--- src/rtl/traffic_engine.sv ---
// -----------------------------------------------------------------------------
// traffic_engine
//   Lane-traffic generator for the frog game. Holds NUM_CARS car positions on
//   a GRID_COLS-wide playfield and steps each car at a level-dependent rate
//   derived from a shared movement-tick prescaler. A round-robin scan checks
//   one car per cycle against the frog cell and pulses o_Collision at the end
//   of each scan. A registered occupancy query serves the VGA renderer.
//
// Ports
//   i_Clk        sole clock
//   i_Reset      synchronous, active-high reset
//   i_Enable     1 = traffic and scan run, 0 = everything frozen
//   i_Level      current level; subtracts from each car's base period
//   i_Frog_Col   frog column        i_Frog_Row   frog row
//   i_Query_Col  renderer column    i_Query_Row  renderer row
//   o_Car_X      packed car columns, car k at [k*COL_W +: COL_W]
//   o_Car_Row    packed car rows (constant, equals CAR_ROWS)
//   o_Tick       one-cycle pulse per movement tick
//   o_Collision  one-cycle pulse after a scan in which a car held the frog cell
//   o_Query_Hit  registered: a car occupies the query cell (1-cycle lag)
// -----------------------------------------------------------------------------
module traffic_engine #(
    parameter int NUM_CARS  = 16,
    parameter int GRID_COLS = 20,
    parameter int COL_W     = 5,
    parameter int ROW_W     = 4,
    parameter int TICK_DIV  = 900000,
    parameter logic [NUM_CARS*ROW_W-1:0] CAR_ROWS    = {NUM_CARS{ROW_W'(1)}},
    parameter logic [NUM_CARS*COL_W-1:0] CAR_STARTS  = '0,
    parameter logic [NUM_CARS-1:0]       CAR_DIRS    = {NUM_CARS{1'b1}},
    parameter logic [NUM_CARS*8-1:0]     CAR_PERIODS = {NUM_CARS{8'd4}}
) (
    input  logic                      i_Clk,
    input  logic                      i_Reset,
    input  logic                      i_Enable,
    input  logic [3:0]                i_Level,
    input  logic [COL_W-1:0]          i_Frog_Col,
    input  logic [ROW_W-1:0]          i_Frog_Row,
    input  logic [COL_W-1:0]          i_Query_Col,
    input  logic [ROW_W-1:0]          i_Query_Row,
    output logic [NUM_CARS*COL_W-1:0] o_Car_X,
    output logic [NUM_CARS*ROW_W-1:0] o_Car_Row,
    output logic                      o_Tick,
    output logic                      o_Collision,
    output logic                      o_Query_Hit
);

    localparam int PRE_W = $clog2(TICK_DIV);
    localparam int IDX_W = (NUM_CARS > 1) ? $clog2(NUM_CARS) : 1;
    localparam logic [PRE_W-1:0] PRE_LAST = PRE_W'(TICK_DIV - 1);
    localparam logic [IDX_W-1:0] IDX_LAST = IDX_W'(NUM_CARS - 1);
    localparam logic [COL_W-1:0] COL_LAST = COL_W'(GRID_COLS - 1);

    logic [PRE_W-1:0]    pre_cnt_reg;
    logic [IDX_W-1:0]    idx_reg;
    logic                hit_acc_reg;
    logic                collision_reg;
    logic                query_hit_reg;
    logic                tick;
    logic [NUM_CARS-1:0] frog_match;
    logic [NUM_CARS-1:0] query_match;

    // The tick is decoded straight from the prescaler so that the tick cycle
    // itself is the edge on which the cars move.
    assign tick = i_Enable && !i_Reset && (pre_cnt_reg == PRE_LAST);

    // Prescaler and collision scan share one enable, so both freeze together.
    always_ff @(posedge i_Clk) begin
        if (i_Reset) begin
            pre_cnt_reg   <= '0;
            idx_reg       <= '0;
            hit_acc_reg   <= 1'b0;
            collision_reg <= 1'b0;
        end else if (i_Enable) begin
            pre_cnt_reg <= tick ? '0 : pre_cnt_reg + 1'b1;
            if (idx_reg == IDX_LAST) begin
                // Fold in the last car's compare directly; the accumulator
                // restarts clean for the next scan.
                collision_reg <= hit_acc_reg | frog_match[idx_reg];
                hit_acc_reg   <= 1'b0;
                idx_reg       <= '0;
            end else begin
                collision_reg <= 1'b0;
                hit_acc_reg   <= hit_acc_reg | frog_match[idx_reg];
                idx_reg       <= idx_reg + 1'b1;
            end
        end else begin
            collision_reg <= 1'b0;
        end
    end

    always_ff @(posedge i_Clk) begin
        if (i_Reset) begin
            query_hit_reg <= 1'b0;
        end else begin
            query_hit_reg <= |query_match;
        end
    end

    for (genvar gi = 0; gi < NUM_CARS; gi++) begin : g_car
        localparam logic [ROW_W-1:0] ROW    = CAR_ROWS[gi*ROW_W +: ROW_W];
        localparam logic [COL_W-1:0] START  = CAR_STARTS[gi*COL_W +: COL_W];
        localparam logic [7:0]       PERIOD = CAR_PERIODS[gi*8 +: 8];
        localparam logic             RIGHT  = CAR_DIRS[gi];

        logic [COL_W-1:0] x_reg;
        logic [COL_W-1:0] x_next;
        logic [7:0]       step_reg;
        logic [8:0]       step_inc;
        logic [8:0]       eff;

        always_comb begin
            // Compare before subtracting so the period never underflows;
            // anything at or below the level clamps to one tick per step.
            eff = 9'd1;
            if (PERIOD > {4'd0, i_Level}) begin
                eff = {1'b0, PERIOD - {4'd0, i_Level}};
            end
            step_inc = {1'b0, step_reg} + 9'd1;
            x_next   = x_reg;
            if (RIGHT) begin
                x_next = (x_reg == COL_LAST) ? '0 : x_reg + 1'b1;
            end else begin
                x_next = (x_reg == '0) ? COL_LAST : x_reg - 1'b1;
            end
        end

        // ">=" rather than "==" so a level raise that leaves step_reg past
        // the new period still steps on the very next tick.
        always_ff @(posedge i_Clk) begin
            if (i_Reset) begin
                x_reg    <= START;
                step_reg <= 8'd0;
            end else if (tick) begin
                if (step_inc >= eff) begin
                    x_reg    <= x_next;
                    step_reg <= 8'd0;
                end else begin
                    step_reg <= step_inc[7:0];
                end
            end
        end

        assign frog_match[gi]  = (x_reg == i_Frog_Col)  && (ROW == i_Frog_Row);
        assign query_match[gi] = (x_reg == i_Query_Col) && (ROW == i_Query_Row);
        assign o_Car_X[gi*COL_W +: COL_W] = x_reg;
    end

    assign o_Car_Row   = CAR_ROWS;
    assign o_Tick      = tick;
    assign o_Collision = collision_reg;
    assign o_Query_Hit = query_hit_reg;

endmodule

--- config.mk ---
export PLATFORM = sky130hd
export DESIGN_NAME = traffic_engine
export DESIGN_NICKNAME = d
export VERILOG_FILES = /design/src/rtl/traffic_engine.sv
export SDC_FILE = /design/constraint.sdc
export NUM_CORES = 1
export LEC_CHECK = 0
export CORE_ASPECT_RATIO = 0.8
export CORE_MARGIN = 5
export CORE_UTILIZATION = 40
export CTS_BUF_LIST = sky130_fd_sc_hd__clkbuf_8 sky130_fd_sc_hd__clkbuf_16
export CTS_CLUSTER_DIAMETER = 100
export CTS_CLUSTER_SIZE = 24
export DETAILED_ROUTE_END_ITERATION = 16
export HOLD_SLACK_MARGIN = 0.15
export SLEW_MARGIN = 10
export SYNTH_ARGS = -nofsm -noshare
export SYNTH_HDL_FRONTEND = slang
export SYNTH_SLANG_ARGS = --single-unit
--- constraint.sdc ---
create_clock -name i_Clk -period 4.9 [get_ports i_Clk]
set_input_delay 1.225 -clock i_Clk [delete_from_list [all_inputs] [get_ports i_Clk]]
set_output_delay 1.225 -clock i_Clk [all_outputs]
set_load 0.05 [all_outputs]
==> PnR_summary.wiki <==
{| class="wikitable"
! Metric !! Value
|-
| Fraction of layout cells with a size suffix above 1 || 4.90%
|-
| Die H || 187 um
|-
| Reg2Reg Launch Point || g_car[2].step_reg[0]$_SDFFE_PP0P_
|-
| Critical path endpoint || o_Tick
|-
| Met3 usage || 2.11%
|-
| Pwr dens || 203 nW/um^2
|-
| Iteration-0 DRC count of the detailed router || 700
|-
| Hold Violations, Final || 0
|-
| Global-route total usage across every layer || 17.4%
|-
| Slew at the pin closest to its max-slew limit || 0.759 ns
|-
| Worst reg2reg endpoint || g_car[2].x_reg[0]$_SDFFE_PP0P_
|-
| Total CTS buffers || 13
|-
| Core occupancy in the finished layout || 45.2%
|-
| Largest vdd supply drop || 0.165 mV
|-
| Crit path time final || 3.91 ns
|-
| Element type at the critical path start || input port
|-
| Cts hold-fix bufs || 0
|-
| Core Region || 38400 sq um
|-
| Clk buf depth || 3
|-
| Slew HR || 49.2%
|-
| Via count normalized by instance count || 5.24
|-
| Number of port buffers || 107
|-
| Worst-case reg-to-reg path depth || 10
|-
| Instance count of the mapped netlist || 1884
|-
| Final number of setup-violating endpoints || 0
|-
| Post-CTS setup buffer count || 0
|-
| Final Cycle Share || 79.8%
|-
| Initial DRT Pass Iterations || 5
|-
| Critical path startpoint || i_Enable
|-
| Sequential area share after synthesis || 30.0%
|-
| WL/cell || 15.9 um
|-
| Kind of critical path || input port to primary output
|-
| Number of maximum-capacitance violations || 0
|-
| FMAX || 256 MHz
|-
| Area delta synth->final || 10.9%
|-
| Biggest fanout along the worst timing path || 3
|-
| Setup repair after global routing missed its margin || no
|-
| Max reg flops || 128
|-
| Post_cts resized || 0
|-
| Layer carrying the most global-route usage || met2
|-
| Global-route wire length before repair || 64200 um
|-
| Number of enable flip-flop cells after synthesis || 0
|-
| Num rows || 64
|-
| Initial antenna violation count || 0
|-
| Horizontal die dimension || 231 um
|-
| Top Ports || 172
|-
| ANT nets after route || 0
|-
| Clock-pin slew on the worst setup and hold paths || 0.10 ns
|-
| Clk root buf || sky130_fd_sc_hd__clkbuf_16
|-
| Result of the run || finished clean
|-
| Async SR Flop Fraction || 0%
|-
| Deepest level of the CTS H-tree || 1
|-
| Number of instances on the worst hold path || 2
|-
| Launch instance of the worst min-delay path || g_car[14].step_reg[6]$_SDFFE_PP0P_
|-
| Data required time of the worst path || 3.67 ns
|-
| Setup TNS || 0 ns
|-
| Cell count after placement || 2440
|-
| Slew Viols, Final || 0
|-
| Post-Layout Cell Count || 2455
|-
| Filler instances || 3814
|-
| Vias in the first global route || 12400
|-
| Post-route total power || 0.00353 W
|-
| Number of DRC violations after detailed routing || 0
|-
| Number of warning messages in the yosys log || 0
|-
| Synthesized area per cell || 8.32 sq um
|-
| Area taken by multi-input logic gates || 10300 sq um
|-
| Setup slack, reg-to-reg || 2.07 ns
|-
| Area of the mapped netlist || 15700 sq um
|-
| Count of unique library cells instantiated by Yosys || 76
|-
| Initial cell density of the core || 40.8%
|-
| Register area || 4700 sq um
|-
| Clock sinks || 235
|-
| Net count reported at finish || 2085
|-
| Crit end category || primary output
|-
| Flip-flop and latch count after synthesis || 235
|-
| Prevailing post-synth register cell || sky130_fd_sc_hd__dfxtp_1
|-
| Overall overflow remaining after global route || 0
|-
| Arrival time at the worst endpoint || 2.69 ns
|-
| Routed wire length || 38900 um
|-
| Via Count || 12900
|-
| Detail Placement HPWL || 28100 um
|-
| Pin count of the biggest net entering global routing || 70
|-
| Global-route met1 utilization || 25.2%
|-
| Leak pwr || 6.75 nW
|-
| Weighted congestion reported at the end of routability-driven placement || 0.846
|-
| Hold/Removal Path Class || flop to flop
|-
| Met2 GRT Util || 28.4%
|-
| Clock tree from TritonCTS || built
|-
| Worst-Skew Late Latency || 0.49 ns
|-
| Die area || 43300 sq um
|-
| Worst clock skew || 0.0251 ns
|}
[worst min path at each step]
stage / to
2_1_floorplan: g_car[0].step_reg[6]$_SDFFE_PP0P_
3_5_place_dp: g_car[15].step_reg[6]$_SDFFE_PP0P_
5_1_grt: g_car[1].step_reg[6]$_SDFFE_PP0P_
6_report: g_car[14].step_reg[6]$_SDFFE_PP0P_
3_3_place_gp: g_car[11].step_reg[6]$_SDFFE_PP0P_
4_1_cts: g_car[15].step_reg[6]$_SDFFE_PP0P_
[critical path, cell delays in order]
cell and delay [ns]:
sky130_fd_sc_hd__clkdlybuf4s50_1 0.49, sky130_fd_sc_hd__and3_1 0.22, sky130_fd_sc_hd__nand2_1 0.13, sky130_fd_sc_hd__nor3_1 0.42
sky130_fd_sc_hd__buf_12 0.20
[layout make-up]
type                    instances  share of cell area (%)
clock inverters                 1                  0.0432
repair buffers                139                    7.66
clock buffers                  13                    1.87
diodes                          1                  0.0144
well taps                     495                    3.56
inverters                      34                   0.734
multi-input cells            1537                    59.0
flip-flops and latches        235                    27.1
[metal layers]
| layer | part of all wire [%] | up-vias | routed length [um] |
|---|---|---|---|
| li1 | - | 6482 | - |
| met1 | 50 | 6101 | 19500 |
| met2 | 44 | 239 | 17200 |
| met3 | 4.3 | 32 | 1660 |
| met4 | 1.5 | 0 | 573 |
| met5 | 0 | - | 0 |
[kinds of logic (layout without fill, tap and decap cells)]
logic type	count (synthesis)	after routing	synth area share (%)
AND/OR/NAND/NOR	750	750	24.0
XOR/XNOR	327	327	18.3
adder cells (fa/ha/maj)	102	102	8.11
buffers and inverters	206	187	6.81
AO/OA/AOI/OAI	224	224	10.1
multiplexers	38	38	2.58
flip-flops	235	235	30.0
other	2	97	0.0479
[synthesized netlist by cell type (all sizes together) (8+ instances only)]
cell type / n / area, sq um
or3: 23 / 144
nand4: 24 / 150
a311oi: 17 / 193
xnor2: 188 / 1650
a31oi: 23 / 144
nor2b: 37 / 231
nor3: 51 / 255
nor2: 229 / 860
a21oi: 64 / 320
nor4: 13 / 81.3
nor3b: 15 / 113
nand2: 136 / 510
o21ai: 31 / 155
ha: 100 / 1250
buf: 106 / 692
nand2b: 21 / 131
o311ai: 9 / 78.8
nand3: 81 / 423
xor2: 139 / 1220
clkbuf: 66 / 248
o41ai: 8 / 70.1
o31ai: 12 / 90.1
a211o: 10 / 87.6
or2: 10 / 62.6
a311o: 9 / 90.1
inv: 33 / 124
nand4b: 8 / 70.1
and2: 13 / 83.8
dfxtp: 235 / 4700
mux2: 19 / 214
and3: 62 / 399
mux2i: 19 / 190
o211ai: 8 / 60.1
[stage by stage]
step           area (sq um)  setup WS [ns]  hold slack [ns]
2_1_floorplan         16000          0.838            0.432
3_3_place_gp          17000          0.668            0.446
3_5_place_dp          17000          0.639            0.450
4_1_cts               17400          0.927            0.465
5_1_grt               17400          0.828            0.492
6_report              17400          0.990            0.462
[cell usage in the layout (no fill, tap or decap), drive strengths merged, types with 5 or more instances in the layout]
master / instances
dfxtp: 235
nor2: 229
xnor2: 188
xor2: 139
nand2: 136
clkdlybuf4s50: 105
ha: 100
conb: 96
nand3: 81
a21oi: 64
and3: 62
nor3: 51
nor2b: 37
inv: 34
buf: 34
o21ai: 31
nand4: 24
a31oi: 23
or3: 23
nand2b: 21
mux2i: 19
mux2: 19
a311oi: 17
nor3b: 15
nor4: 13
clkbuf: 13
and2: 13
o31ai: 12
a211o: 10
or2: 10
a311o: 9
o311ai: 9
o41ai: 8
o211ai: 8
nand4b: 8
a41o: 7
or3b: 7
and3b: 7
a2111oi: 7
a21o: 5
[power breakdown]
group          total, W  leakage, nW  switching [W]  internal (W)
sequential      0.00194         1.89      0.0000243       0.00192
clock           0.00112        0.160       0.000638      0.000482
combinational  0.000467         4.70       0.000331      0.000137
total           0.00353         6.75       0.000993       0.00254
No activity file was read; power rests on OpenSTA's default activity.
